$ cat src/rtl/entity_pkg.sv
// Shared types for the entity box scanner: box record, scan FSM states and defaults.
package entity_pkg;

    localparam int N_ENT_DEF   = 4;
    localparam int COORD_W_DEF = 8;
    // Pixel coordinate width; table coordinates are zero-extended to this.
    localparam int PIX_W       = 10;

    typedef struct packed {
        logic [PIX_W-1:0] tlx;
        logic [PIX_W-1:0] tly;
        logic [PIX_W-1:0] brx;
        logic [PIX_W-1:0] bry;
        logic             valid;
    } box_t;

    typedef enum logic [1:0] {
        IDLE = 2'd0,
        SCAN = 2'd1,
        DONE = 2'd2
    } scan_state_t;

    // A box is usable only when its corners are in order on both axes.
    function automatic logic box_ordered(
        input logic [PIX_W-1:0] tlx,
        input logic [PIX_W-1:0] tly,
        input logic [PIX_W-1:0] brx,
        input logic [PIX_W-1:0] bry
    );
        return (tlx <= brx) && (tly <= bry);
    endfunction

endpackage

$ cat src/rtl/entity_box_cmp.sv
// Combinational point-in-box test for one committed entity box (inclusive bounds).
module entity_box_cmp
    import entity_pkg::*;
(
    input  box_t             box_i,
    input  logic [PIX_W-1:0] draw_x_i,
    input  logic [PIX_W-1:0] draw_y_i,
    output logic             inside_o
);

    always_comb begin
        inside_o = box_i.valid
                && (draw_x_i >= box_i.tlx) && (draw_x_i <= box_i.brx)
                && (draw_y_i >= box_i.tly) && (draw_y_i <= box_i.bry);
    end

endmodule

$ cat src/rtl/entity_box_scanner.sv
// Per-frame entity box scanner with shadow/active buffers and a registered pixel hit test.
// Optional request timeout is enabled by defining ENTITY_SCAN_TIMEOUT_EN.
module entity_box_scanner
    import entity_pkg::*;
#(
    parameter int N_ENT   = N_ENT_DEF,
    parameter int COORD_W = COORD_W_DEF,
`ifdef ENTITY_SCAN_TIMEOUT_EN
    parameter int TIMEOUT = 16,
`endif
    localparam int ID_W   = (N_ENT > 1) ? $clog2(N_ENT) : 1
) (
    input  logic               Clk,
    input  logic               Reset_n,
    input  logic               frame_start,
    output logic               req_valid,
    output logic [9:0]         req_entity,
    input  logic               rsp_valid,
    input  logic [COORD_W-1:0] TLX,
    input  logic [COORD_W-1:0] TLY,
    input  logic [COORD_W-1:0] BRX,
    input  logic [COORD_W-1:0] BRY,
    input  logic [9:0]         DrawX,
    input  logic [9:0]         DrawY,
    output logic               hit,
    output logic [ID_W-1:0]    hit_id,
    output logic               scan_busy,
    output logic               overrun,
    output scan_state_t        state_dbg
);

    // Handshake: req_valid/req_entity are held until a cycle with rsp_valid=1
    // (or a timeout); that cycle consumes the response and the index advances.
    // rsp_valid outside SCAN is ignored.

    localparam logic [ID_W-1:0] LAST_IDX = ID_W'(N_ENT - 1);

    scan_state_t     state_q, state_d;
    logic [ID_W-1:0] idx_q, idx_d;
    box_t            shadow_q [N_ENT];
    box_t            shadow_d [N_ENT];
    box_t            active_q [N_ENT];
    box_t            active_d [N_ENT];
    logic            overrun_q, overrun_d;
    logic            hit_q, hit_d;
    logic [ID_W-1:0] hit_id_q, hit_id_d;

    box_t            rsp_box;
    logic            advance;
    logic            timeout_c;
    logic [N_ENT-1:0] inside_c;

    always_comb begin
        rsp_box.tlx   = PIX_W'(TLX);
        rsp_box.tly   = PIX_W'(TLY);
        rsp_box.brx   = PIX_W'(BRX);
        rsp_box.bry   = PIX_W'(BRY);
        rsp_box.valid = box_ordered(PIX_W'(TLX), PIX_W'(TLY), PIX_W'(BRX), PIX_W'(BRY));
    end

`ifdef ENTITY_SCAN_TIMEOUT_EN
    localparam int WAIT_W = $clog2(TIMEOUT + 1);

    logic [WAIT_W-1:0] wait_q, wait_d;

    always_comb begin
        timeout_c = (state_q == SCAN) && !rsp_valid && (wait_q == WAIT_W'(TIMEOUT - 1));
        wait_d    = wait_q;
        if ((state_q != SCAN) || advance) begin
            wait_d = '0;
        end else if (!rsp_valid) begin
            wait_d = wait_q + WAIT_W'(1);
        end
    end

    always_ff @(posedge Clk) begin
        if (!Reset_n) begin
            wait_q <= '0;
        end else begin
            wait_q <= wait_d;
        end
    end
`else
    always_comb timeout_c = 1'b0;
`endif

    always_comb begin
        state_d   = state_q;
        idx_d     = idx_q;
        shadow_d  = shadow_q;
        active_d  = active_q;
        overrun_d = overrun_q;
        advance   = 1'b0;
        unique case (state_q)
            IDLE: begin
                // Nothing has been scanned yet, so there is nothing to commit.
                if (frame_start) begin
                    state_d = SCAN;
                    idx_d   = '0;
                end
            end
            SCAN: begin
                if (frame_start) begin
                    overrun_d = 1'b1;
                end
                if (rsp_valid) begin
                    shadow_d[idx_q] = rsp_box;
                    advance         = 1'b1;
                end else if (timeout_c) begin
                    shadow_d[idx_q].valid = 1'b0;
                    advance               = 1'b1;
                end
                if (advance) begin
                    if (idx_q == LAST_IDX) begin
                        state_d = DONE;
                        idx_d   = '0;
                    end else begin
                        idx_d = idx_q + ID_W'(1);
                    end
                end
            end
            DONE: begin
                if (frame_start) begin
                    active_d = shadow_q;
                    state_d  = SCAN;
                    idx_d    = '0;
                end
            end
            default: begin
                state_d = IDLE;
                idx_d   = '0;
            end
        endcase
    end

    for (genvar g = 0; g < N_ENT; g++) begin : g_cmp
        entity_box_cmp u_cmp (
            .box_i    (active_q[g]),
            .draw_x_i (DrawX),
            .draw_y_i (DrawY),
            .inside_o (inside_c[g])
        );
    end

    // Walk from the top down so the lowest hit index is the one left standing.
    always_comb begin
        hit_d    = |inside_c;
        hit_id_d = '0;
        for (int i = N_ENT - 1; i >= 0; i--) begin
            if (inside_c[i]) begin
                hit_id_d = ID_W'(i);
            end
        end
    end

    always_ff @(posedge Clk) begin
        if (!Reset_n) begin
            state_q   <= IDLE;
            idx_q     <= '0;
            overrun_q <= 1'b0;
            hit_q     <= 1'b0;
            hit_id_q  <= '0;
            for (int i = 0; i < N_ENT; i++) begin
                shadow_q[i] <= '0;
                active_q[i] <= '0;
            end
        end else begin
            state_q   <= state_d;
            idx_q     <= idx_d;
            overrun_q <= overrun_d;
            hit_q     <= hit_d;
            hit_id_q  <= hit_id_d;
            shadow_q  <= shadow_d;
            active_q  <= active_d;
        end
    end

    assign req_valid  = (state_q == SCAN);
    assign req_entity = 10'(idx_q);
    assign scan_busy  = (state_q == SCAN);
    assign hit        = hit_q;
    assign hit_id     = hit_id_q;
    assign overrun    = overrun_q;
    assign state_dbg  = state_q;

endmodule
$ cat config.mk
export PLATFORM = sky130hd
export DESIGN_NAME = entity_box_scanner
export DESIGN_NICKNAME = d
export VERILOG_FILES = /design/src/rtl/entity_pkg.sv /design/src/rtl/entity_box_cmp.sv /design/src/rtl/entity_box_scanner.sv
export SDC_FILE = /design/constraint.sdc
export NUM_CORES = 1
export LEC_CHECK = 0
export CAP_MARGIN = 0
export CORE_ASPECT_RATIO = 1.25
export CORE_MARGIN = 1
export CORE_UTILIZATION = 60
export CTS_BUF_LIST = sky130_fd_sc_hd__clkbuf_16
export DETAILED_ROUTE_END_ITERATION = 10
export GPL_ROUTABILITY_DRIVEN = 0
export PLACE_DENSITY = 0.86
export REMOVE_ABC_BUFFERS = 1
export SYNTH_ARGS = -nofsm -noshare
export SYNTH_HDL_FRONTEND = slang
export SYNTH_SLANG_ARGS = --single-unit
$ cat constraint.sdc
create_clock -name Clk -period 2.8 [get_ports Clk]
set_input_delay 0.56 -clock Clk [delete_from_list [all_inputs] [get_ports Clk]]
set_output_delay 0.56 -clock Clk [all_outputs]
set_load 0.02 [all_outputs]
==> results_dict.tcl <==
set metrics [dict create \
    area_growth_pct 16.86 \
    seq_area_mm2 0.005445 \
    synth_compound_area_share_pct 17.24 \
    grt_antenna_before_repair 0 \
    die_y_um 167.3 \
    grt_max_degree 82 \
    tns_ns 0 \
    synthCells 1693 \
    critPathKind "flop to primary output" \
    final_util_pct 71.34 \
    dieArea_mm2 0.02245 \
    p_leak_nw 5.552 \
    total_power_mw 8.371 \
    initial_core_util_pct 61.05 \
    drt_iter0_drc 1247 \
    clockRootBuffer "clkbuf_16" \
    ys.flop_type "dfxtp_1" \
    dp.cells 2027 \
    critPathArrivalTime_ns 1.97 \
    overflow 0 \
    core-area_mm2 0.02147 \
    post_drt_wl_per_cell_um 17.09 \
    hold_ws_ns 0.4502 \
    cts.hold.buffers_added 0 \
    fin_area_mm2 0.01532 \
    clk_latency_ns 0.54 \
    yosys.area.top_type "dfxtp_1" \
    syn_area_mm2 0.01311 \
    drtAntennaViolNets 0 \
    htreeDepth 1 \
    hold_class "flop to flop" \
    grt_pass1_wl_mm 57.70 \
    cts_setup_buffers 0 \
    setup_viol 0 \
    fmax_mhz 395.4 \
    nets 1981 \
    n_antenna_cell 0 \
    syn_avg_cell_area_um2 7.742 \
    cts_sinks 272 \
    min_period_ns 2.529 \
    pre_cts_ws_ns -0.1520 \
    status "finished, final reports clean" \
    drive_gt1_share_pct 7.813 \
    dieWidth_um 134.2 \
    yosys_warnings 0 \
    worst_clock_skew_ns 0.01940 \
    synth.area.top_cells "dfxtp_1 (42%), nand2_1 (15%), ha_1 (14%), a21oi_1 (11%), inv_1 (4.1%)" \
    p_per_area_mw_per_mm2 546.5 \
    cp.required_ns 2.24 \
    multi_input_area_mm2 0.006720 \
    clkTransAtPathRegs_ns 0.06 \
    layout_worst_path_cycle_share_pct 90.34 \
    tritoncts "yes" \
    viasPerCell 5.765 \
    seq_area_frac_synth_pct 41.54 \
    portBuffers 65 \
    grt_pass1_vias 11680 \
    post_cts_resized 0 \
    synthDominantCellAreaShare_pct 41.54 \
    ys_types 56 \
    hold_violations 0 \
    io_pins 74 \
    slew_violations 0 \
    setup_slack_ns 0.2706 \
    cp-end-kind "primary output" \
    num_rows 60 \
    dp.final_hpwl_mm 23.83 \
    ys_seq_elements 272 \
    synth_edf_count 0 \
    nFillCells 1569 \
    synth_top_family_by_area "simple AND/OR/NAND/NOR gates" \
    irDropWorstVdd_uv 467.0 \
    instances_no_fill 2071 \
    whs_path_depth 2 \
    cp_max_fo 9 \
    place_area_mm2 0.01442 \
    clk_path_buf_depth 3 \
    drt_first_pass_iters 5 \
    synthXorXnorAreaFrac_pct 0 \
    critPathLaunchType "flop" \
    drc_errors 0 \
    routed_wl_mm 35.39 \
    vias 11940 \
    slew_headroom_pct 64.28 \
    grt.total_usage_pct 31.88 \
    worst_slew_pin_slew_ns 0.5302 \
    synth_mux_area_share_pct 0.07637 \
    yosys.area_share.simple_pct 19.55 \
    cts_made_buffers 27 \
    synth_fa_ha_area_share_pct 14.13 \
    rsz0062_at_grt "no" \
    r2r_cells 9 \
    synth-async-reset-ratio_pct 0 \
    max_cap_viol_count 0 \
]
-- critical path, stage by stage (launching register included) --
cell and delay, ns:
dfxtp_1 0.42, nor2b_2 0.35, clkdlybuf4s50_1 0.67
-- power by group --
group / switching, mW / leakage, nW / internal [mW]
Combinational: 0.401 / 2.91 / 0.312
Clock: 1.53 / 0.453 / 2.21
Sequential: 0.0163 / 2.19 / 3.90
-- worst paths after layout --
| check | startpoint | endpoint | slack (ns) |
|---|---|---|---|
| setup / recovery | state_dbg[0] | scan_busy | 0.27 |
| hold / removal | shadow_q[62] | active_q[62] | 0.45 |
| setup reg to reg | active_q[5] | hit_id[1] | 0.54 |
| hold reg to reg | shadow_q[62] | active_q[62] | 0.45 |
-- state kept, by name, indices dropped and copies added, names as in the netlist --
| name | count |
|---|---|
| state_dbg | 2 |
| overrun | 1 |
| shadow_q | 132 |
| hit_id | 2 |
| hit | 1 |
| idx_q | 2 |
| active_q | 132 |
-- synth_stat cells, types with 3 or more instances --
| library cell | count |
|---|---|
| inv_1 | 142 |
| o21ai_0 | 25 |
| buf_2 | 29 |
| nand2b_1 | 12 |
| buf_4 | 9 |
| buf_1 | 4 |
| nand3_1 | 11 |
| nand2_1 | 535 |
| a211oi_1 | 14 |
| nor2b_1 | 11 |
| a21o_1 | 11 |
| o211ai_1 | 8 |
| a21oi_1 | 296 |
| nor3_1 | 4 |
| o21a_1 | 15 |
| o22ai_1 | 3 |
| a22oi_1 | 3 |
| a31o_2 | 5 |
| nor2_1 | 16 |
| nor4_1 | 3 |
| dfxtp_1 | 272 |
| and3_1 | 10 |
| nand4_1 | 13 |
| ha_1 | 148 |
| clkbuf_1 | 56 |
-- routing by layer --
metal	vias to the layer above	share of wire, %	GRT usage (%)
li1	5731	-	-
met1	5606	41	40.27
met2	503	48	54.45
met3	100	7.0	3.694
met4	0	4.0	14.12
met5	-	0	0
-- kinds of logic (layout without fill, tap and decap cells) --
group	after synthesis	in the layout
fa+ha+maj	148	148
buf+inv	241	333
flops	272	272
simple gates	629	629
mux	1	1
compound gates	401	401
other cells	1	8
-- cell usage in the layout (no fill, tap or decap), drive strengths merged, types with 3 or more instances in the layout --
master	instances
ha	148
nor2b	12
nand2	536
o21ai	26
clkdlybuf4s50	65
bufinv	5
nand3	11
nor4	4
nand2b	12
a21oi	297
conb	8
a211oi	14
o22ai	3
nor2	17
and3	10
inv	148
o211ai	8
a21o	11
nor3	4
nand4	13
clkbuf	27
dfxtp	272
a31o	5
a2111oi	4
buf	81
clkinv	6
a22oi	3
o21a	15
-- layout make-up --
class,instances,share of cell area [%]
Sequential cell,272,35.55
Clock buffer,27,4.411
Multi-Input combinational cell,1187,43.87
Timing Repair Buffer,146,8.871
Clock inverter,17,1.462
Inverter,143,3.553
Tap cell,279,2.279
Power figures use the tool's default switching activity.
